==> config.mk <==
export PLATFORM = sky130hd
export DESIGN_NAME = kart_motion
export DESIGN_NICKNAME = d
export VERILOG_FILES = /design/src/rtl/kart_motion.sv
export SDC_FILE = /design/constraint.sdc
export NUM_CORES = 1
export LEC_CHECK = 0
export CAP_MARGIN = 30
export CORE_MARGIN = 1.5
export CORE_UTILIZATION = 45
export DETAILED_ROUTE_END_ITERATION = 8
export PLACE_DENSITY = 0.73
export SLEW_MARGIN = 10
export SYNTH_ARGS = -nofsm -noshare
export SYNTH_HDL_FRONTEND = slang
export SYNTH_SLANG_ARGS = --single-unit
==> constraint.sdc <==
create_clock -name clk_in -period 12.95 [get_ports clk_in]
set_input_delay 2.59 -clock clk_in [delete_from_list [all_inputs] [get_ports clk_in]]
set_output_delay 2.59 -clock clk_in [all_outputs]
set_load 0.005 [all_outputs]
==> src/rtl/kart_motion.sv <==
// -----------------------------------------------------------------------------
// kart_motion
//   Per-frame kinematic state generator for the player kart. On each frame
//   pulse it latches the buttons and terrain flag, then over four cycles it
//   turns, updates speed, advances a sub-pixel position along the heading and
//   publishes the new state with a one-cycle strobe.
//
// Ports
//   clk_in        system clock
//   rst_in_n      asynchronous active-low reset
//   new_frame_in  one-cycle frame-start pulse (ignored while an update runs)
//   accel_in      accelerate button
//   brake_in      brake button
//   left_in       turn-left button
//   right_in      turn-right button
//   on_track_in   1 = kart is on road surface
//   direction     heading in degrees, 0..345 in steps of 15 (0 = +x, 90 = +y)
//   player_x      integer X map position
//   player_y      integer Y map position
//   speed_out     current speed
//   update_out    high for the single cycle in which the outputs take new values
// -----------------------------------------------------------------------------
module kart_motion #(
  parameter int unsigned START_X     = 191,
  parameter int unsigned START_Y     = 191,
  parameter int unsigned START_DIR   = 270,
  parameter int unsigned MAP_MAX     = 1023,
  parameter int unsigned MAX_SPEED   = 15,
  parameter int unsigned OFFROAD_MAX = 4
) (
  input  logic        clk_in,
  input  logic        rst_in_n,
  input  logic        new_frame_in,
  input  logic        accel_in,
  input  logic        brake_in,
  input  logic        left_in,
  input  logic        right_in,
  input  logic        on_track_in,
  output logic [8:0]  direction,
  output logic [10:0] player_x,
  output logic [10:0] player_y,
  output logic [3:0]  speed_out,
  output logic        update_out
);

  typedef enum logic [2:0] {
    S_IDLE,
    S_TURN,
    S_SPEED,
    S_MOVE,
    S_WRITE
  } state_t;

  // Heading is kept as a 15-degree step index (0..23).
  localparam logic [4:0]  START_IDX = 5'(START_DIR / 15);
  localparam logic [3:0]  MAX_SPD   = 4'(MAX_SPEED);
  localparam logic [3:0]  OFF_MAX   = 4'(OFFROAD_MAX);
  localparam logic [10:0] MAP_LIM   = 11'(MAP_MAX);
  // Positions are 11.7 fixed point.
  localparam logic [17:0] START_PX  = {11'(START_X), 7'd0};
  localparam logic [17:0] START_PY  = {11'(START_Y), 7'd0};

  // Quarter-wave sine in Q1.7, 0..90 degrees in 15-degree steps.
  function automatic logic [7:0] quarter_sine(input logic [2:0] idx);
    case (idx)
      3'd0:    return 8'd0;
      3'd1:    return 8'd33;
      3'd2:    return 8'd64;
      3'd3:    return 8'd91;
      3'd4:    return 8'd111;
      3'd5:    return 8'd124;
      3'd6:    return 8'd128;
      default: return 8'd0;
    endcase
  endfunction

  // Bit 18 is the sign of the 19-bit sum. MAP_MAX + MAX_SPEED below 2048 keeps
  // a positive overshoot clear of that bit.
  function automatic logic [17:0] clamp_pos(input logic [18:0] sum);
    if (sum[18])             return '0;
    if (sum[17:7] > MAP_LIM) return {MAP_LIM, 7'd0};
    return sum[17:0];
  endfunction

  state_t       r_state, w_state_next;
  logic         r_accel, r_brake, r_left, r_right, r_on_track;
  logic [4:0]   r_dir_idx, w_dir_turn;
  logic [3:0]   r_speed, w_speed_btn, w_speed_next, w_accel_cap;
  logic [1:0]   r_coast, w_coast_next;
  logic [17:0]  r_pos_x, r_pos_y, w_new_x, w_new_y;
  logic [1:0]   w_quad;
  logic [2:0]   w_sub;
  logic signed [8:0]  w_lut_s, w_lut_c, w_cos, w_sin;
  logic signed [11:0] w_spd12, w_cos12, w_sin12, w_dx, w_dy;
  logic [18:0]  w_sum_x, w_sum_y;
  logic [8:0]   w_dir_deg;

  // ---------------------------------------------------------------------------
  // FSM
  // ---------------------------------------------------------------------------
  // NOTE: state-holding logic uses non-blocking assignments so every register
  // samples pre-edge values regardless of process ordering.
  always_ff @(posedge clk_in or negedge rst_in_n) begin
    if (!rst_in_n) r_state <= S_IDLE;
    else           r_state <= w_state_next;
  end

  // NOTE: every combinational output gets a default first, so no path through
  // the block leaves a variable unassigned and a latch is never inferred.
  always_comb begin
    w_state_next = r_state;
    case (r_state)
      S_IDLE:  if (new_frame_in) w_state_next = S_TURN;
      S_TURN:  w_state_next = S_SPEED;
      S_SPEED: w_state_next = S_MOVE;
      S_MOVE:  w_state_next = S_WRITE;
      S_WRITE: w_state_next = S_IDLE;
      default: w_state_next = S_IDLE;
    endcase
  end

  assign update_out = (r_state == S_WRITE);

  // ---------------------------------------------------------------------------
  // Heading
  // ---------------------------------------------------------------------------
  always_comb begin
    w_dir_turn = r_dir_idx;
    if (r_right && !r_left)      w_dir_turn = (r_dir_idx == 5'd23) ? 5'd0  : r_dir_idx + 5'd1;
    else if (r_left && !r_right) w_dir_turn = (r_dir_idx == 5'd0)  ? 5'd23 : r_dir_idx - 5'd1;
  end

  assign w_dir_deg = 9'(r_dir_idx) * 9'd15;

  // ---------------------------------------------------------------------------
  // Speed. Accel never pushes past the off-track cap; any excess above the cap
  // while off track bleeds away by one per frame, which is what makes held
  // accel a net -1 off road.
  // ---------------------------------------------------------------------------
  assign w_accel_cap = r_on_track ? MAX_SPD : OFF_MAX;

  always_comb begin
    w_speed_btn  = r_speed;
    w_coast_next = r_coast;
    if (r_brake) begin
      w_speed_btn  = (r_speed >= 4'd2) ? r_speed - 4'd2 : 4'd0;
      w_coast_next = 2'd0;
    end else if (r_accel) begin
      w_speed_btn  = (r_speed < w_accel_cap) ? r_speed + 4'd1 : r_speed;
      w_coast_next = 2'd0;
    end else begin
      w_coast_next = r_coast + 2'd1;
      if (r_coast == 2'd3 && r_speed != 4'd0) w_speed_btn = r_speed - 4'd1;
    end
    w_speed_next = w_speed_btn;
    if (!r_on_track && w_speed_btn > OFF_MAX) w_speed_next = w_speed_btn - 4'd1;
  end

  // ---------------------------------------------------------------------------
  // Motion: quadrant folding of the quarter-wave table, then Q.7 deltas.
  // ---------------------------------------------------------------------------
  always_comb begin
    w_quad = 2'd3;
    w_sub  = 3'(r_dir_idx - 5'd18);
    if (r_dir_idx < 5'd6) begin
      w_quad = 2'd0;
      w_sub  = r_dir_idx[2:0];
    end else if (r_dir_idx < 5'd12) begin
      w_quad = 2'd1;
      w_sub  = 3'(r_dir_idx - 5'd6);
    end else if (r_dir_idx < 5'd18) begin
      w_quad = 2'd2;
      w_sub  = 3'(r_dir_idx - 5'd12);
    end
  end

  assign w_lut_s = $signed({1'b0, quarter_sine(w_sub)});
  assign w_lut_c = $signed({1'b0, quarter_sine(3'd6 - w_sub)});

  always_comb begin
    w_cos = w_lut_c;
    w_sin = w_lut_s;
    case (w_quad)
      2'd1:    begin w_cos = -w_lut_s; w_sin =  w_lut_c; end
      2'd2:    begin w_cos = -w_lut_c; w_sin = -w_lut_s; end
      2'd3:    begin w_cos =  w_lut_s; w_sin = -w_lut_c; end
      default: begin w_cos =  w_lut_c; w_sin =  w_lut_s; end
    endcase
  end

  assign w_spd12 = $signed({8'd0, r_speed});
  assign w_cos12 = {{3{w_cos[8]}}, w_cos};
  assign w_sin12 = {{3{w_sin[8]}}, w_sin};
  assign w_dx    = w_spd12 * w_cos12;
  assign w_dy    = w_spd12 * w_sin12;

  assign w_sum_x = {1'b0, r_pos_x} + {{7{w_dx[11]}}, w_dx};
  assign w_sum_y = {1'b0, r_pos_y} + {{7{w_dy[11]}}, w_dy};
  assign w_new_x = clamp_pos(w_sum_x);
  assign w_new_y = clamp_pos(w_sum_y);

  // ---------------------------------------------------------------------------
  // Datapath registers. The published outputs load only on the MOVE -> WRITE
  // edge, so a reset part-way through a frame never exposes a partial update.
  // ---------------------------------------------------------------------------
  always_ff @(posedge clk_in or negedge rst_in_n) begin
    if (!rst_in_n) begin
      r_accel    <= 1'b0;
      r_brake    <= 1'b0;
      r_left     <= 1'b0;
      r_right    <= 1'b0;
      r_on_track <= 1'b0;
      r_dir_idx  <= START_IDX;
      r_speed    <= 4'd0;
      r_coast    <= 2'd0;
      r_pos_x    <= START_PX;
      r_pos_y    <= START_PY;
      direction  <= 9'(START_DIR);
      player_x   <= 11'(START_X);
      player_y   <= 11'(START_Y);
      speed_out  <= 4'd0;
    end else begin
      case (r_state)
        S_IDLE: begin
          if (new_frame_in) begin
            r_accel    <= accel_in;
            r_brake    <= brake_in;
            r_left     <= left_in;
            r_right    <= right_in;
            r_on_track <= on_track_in;
          end
        end
        S_TURN:  r_dir_idx <= w_dir_turn;
        S_SPEED: begin
          r_speed <= w_speed_next;
          r_coast <= w_coast_next;
        end
        S_MOVE: begin
          r_pos_x   <= w_new_x;
          r_pos_y   <= w_new_y;
          direction <= w_dir_deg;
          player_x  <= w_new_x[17:7];
          player_y  <= w_new_y[17:7];
          speed_out <= r_speed;
        end
        default: ;
      endcase
    end
  end

endmodule

==> flow_metrics.tcl <==
set metrics [dict create \
    outcome "finished, final reports clean" \
    globalRouteMet2Util 0.328 \
    grt_use_met3 0.0324 \
    worstSetupPathType "register to register" \
    antenna_found_initial 0 \
    wirelength_um 19900 \
    rows 51 \
    drc 0 \
    grt_first_pass_wirelength_um 34200 \
    core_area_um2 19600 \
    ctsResizeCount 0 \
    endpoint_kind "register" \
    synth_edf_count 0 \
    finalMaxSlewViolations 0 \
    clk_pin_slew_ns 0.06 \
    cts_buffers 9 \
    r2r_end "r_pos_y[1]" \
    startpoint_type "register" \
    cts.sinks 68 \
    critPathMaxFanout 17 \
    cts_tree "yes" \
    grt_pass1_vias 7177 \
    reg2reg_depth 39 \
    critPathRequiredTime_ns 13.15 \
    io_buffers 43 \
    placed_cell_area_um2 9510 \
    design_area_um2 9810 \
    rr_startpoint "r_dir_idx[2]" \
    netlist.area_leader.share 0.170 \
    hold_viol 0 \
    cap_violations 0 \
    synthTopCellsByCount "ha_1, inv_1, nand2_1, a21oi_1" \
    vias 7375 \
    cts_setup_buffers 0 \
    syn_avg_cell_area_um2 8.42 \
    maxSlewHeadroom 0.434 \
    synth_top_area_cell "ha_1" \
    whs_path_depth 2 \
    initial_utilization 0.463 \
    area_delta_synth_final_pct 8.26 \
    die_area_um2 21000 \
    vias_per_cell 5.50 \
    fp.dieH_um 145 \
    post_drt_wl_per_cell_um 14.9 \
    crit_path_frequent_cell "ha_1" \
    cp.arrival_ns 11.22 \
    finalSetupTns_ns 0 \
    cts_buffer_depth 2 \
    track_usage 0.195 \
    worst_pin_slew_ns 0.848 \
    clock_skew_ns 0.0107 \
    grt_use_met1 0.257 \
    rsz0062_at_grt "no" \
    hold_class "register to register" \
    dieWidth_um 145 \
    hold_buffers 0 \
    yosysMostFrequentCell "ha_1" \
    yosys-top-cells-area "ha_1, dfrtp_1, fa_1" \
    async_reset_ff_frac 1.00 \
    critPathSlowestCell "dfrtp_1" \
    grt_overflow 0 \
    cts_root_buf "clkbuf_16" \
    n_antenna_cell 0 \
    synth_flop_cell "dfrtp_1" \
    critical_path.max_stage_delay_ns 0.80 \
    worstHoldStart "direction[3]" \
    antenna_left 0 \
    yosys_warnings 0 \
    drt_pass1_iterations 5 \
    htree_levels 3 \
    ios 44 \
    ys_ff_latch 68 \
    drt_iter0_drc 392 \
    grt_start_max_net_pins 69 \
    global_route.peak_usage_layer "met2" \
    whs_ns 0.459 \
    fillers 1883 \
    fin_nets 1243 \
    finalWeightedCongestion 0.949 \
    syn_nets 1248 \
    yosysSeqAreaShare 0.191 \
    synth.distinct_cells 78 \
    syn_inst 1076 \
    synthesis.area_um2 9060 \
    fin_crit_ns 11.02 \
    period_share 0.851 \
    setup_violations 0 \
    hpwlAfterDp_um 15200 \
    clock_latency_ns 0.36 \
    drive_gt1_frac 0.0790 \
    ff2ff_setup_slack_ns 1.93 \
    fmax_mhz 90.8 \
    hold-path-endpoint "direction[3]" \
]
[logic make-up after synthesis]
| group | synth area share |
|---|---|
| fa+ha+maj | 0.260 |
| flops | 0.191 |
| buf+inv | 0.0801 |
| xor+xnor | 0.0756 |
| mux | 0.0152 |
| compound gates | 0.228 |
| simple gates | 0.151 |
[per-layer routing]
layer | vias up | share of wire
li1 | 3726 | -
met1 | 3518 | 0.48
met2 | 111 | 0.47
met3 | 20 | 0.033
met4 | 0 | 0.014
met5 | - | 0
[flip-flops by register name, summed over array words and instances, names as in the netlist, 2 cells and up]
name	cells
r_pos_x	7
r_speed	4
r_coast	2
player_y	11
r_dir_idx	5
direction	9
r_pos_y	7
player_x	11
r_state	3
speed_out	4
[area by class of cell]
type	count	area [um^2]	share of cell area
clock inverters	6	40.0	0.00408
multi-input cells	844	6620	0.674
inverters	99	372	0.0379
flip-flops and latches	68	1730	0.176
well taps	265	332	0.0338
repair buffers	49	485	0.0495
clock buffers	10	239	0.0244
[placed cells by master, fill, tap and decap left out, types with 4 or more instances in the layout]
cell / Yosys / layout
inv_1: 98 / 98
o41ai_1: 7 / 7
xnor2_1: 46 / 46
a21oi_2: 7 / 7
nand2b_1: 16 / 16
o211ai_1: 6 / 6
o221ai_1: 4 / 4
mux2i_1: 7 / 7
o21a_1: 4 / 4
dfrtp_1: 48 / 48
and2_1: 37 / 37
nand3_1: 19 / 19
or3_1: 5 / 5
a31oi_1: 10 / 10
nand2_1: 98 / 98
a21o_1: 24 / 24
xnor2_2: 4 / 4
nor2_1: 61 / 61
clkdlybuf4s50_1: 0 / 42
o31ai_1: 11 / 11
buf_4: 25 / 6
nor4_1: 5 / 5
o21bai_1: 9 / 9
xor2_1: 23 / 23
o22ai_1: 22 / 22
mux2_2: 6 / 6
o21ai_0: 61 / 61
dfstp_2: 20 / 20
fa_1: 41 / 41
nor3_1: 14 / 14
nor2b_1: 10 / 10
a21oi_1: 96 / 96
clkbuf_16: 0 / 9
a211oi_1: 6 / 6
ha_1: 123 / 123
[per-stage QoR]
| step | utilization | instances | setup slack, ns |
|---|---|---|---|
| 4_1_cts | 0.500 | 1340 | 1.95 |
| 6_report | 0.501 | 1341 | 1.93 |
| 5_1_grt | 0.501 | 1341 | 1.00 |
| 3_3_place_gp | 0.486 | 1324 | 2.24 |
| 3_5_place_dp | 0.486 | 1324 | 2.05 |
| 2_1_floorplan | - | 1076 | 3.37 |
[critical path, delay by kind of cell (launching register included)]
family                   cells  cell delay, ns
XOR/XNOR                     4            1.89
adder cells (fa/ha/maj)      8            3.05
AND/OR/NAND/NOR              5            0.97
buffers and inverters        4            0.53
multiplexers                 1            0.40
AO/OA/AOI/OAI               17            3.21
flip-flops                   1            0.80
[worst max path at each step]
stage                       startpoint  slack (ns)           to
after floorplan           r_dir_idx[4]        3.37  player_y[8]
after global placement    r_dir_idx[2]        2.24  player_y[6]
after detailed placement  r_dir_idx[2]        2.05   r_pos_y[1]
after CTS                 r_dir_idx[2]        1.95   r_pos_y[1]
after global routing      r_dir_idx[2]        1.00  player_y[6]
final                     r_dir_idx[2]        1.93   r_pos_y[1]
Power is left out: the tool's default activity adds up to more than one toggle a clock period on the data nets, which glitch-free logic cannot reach.
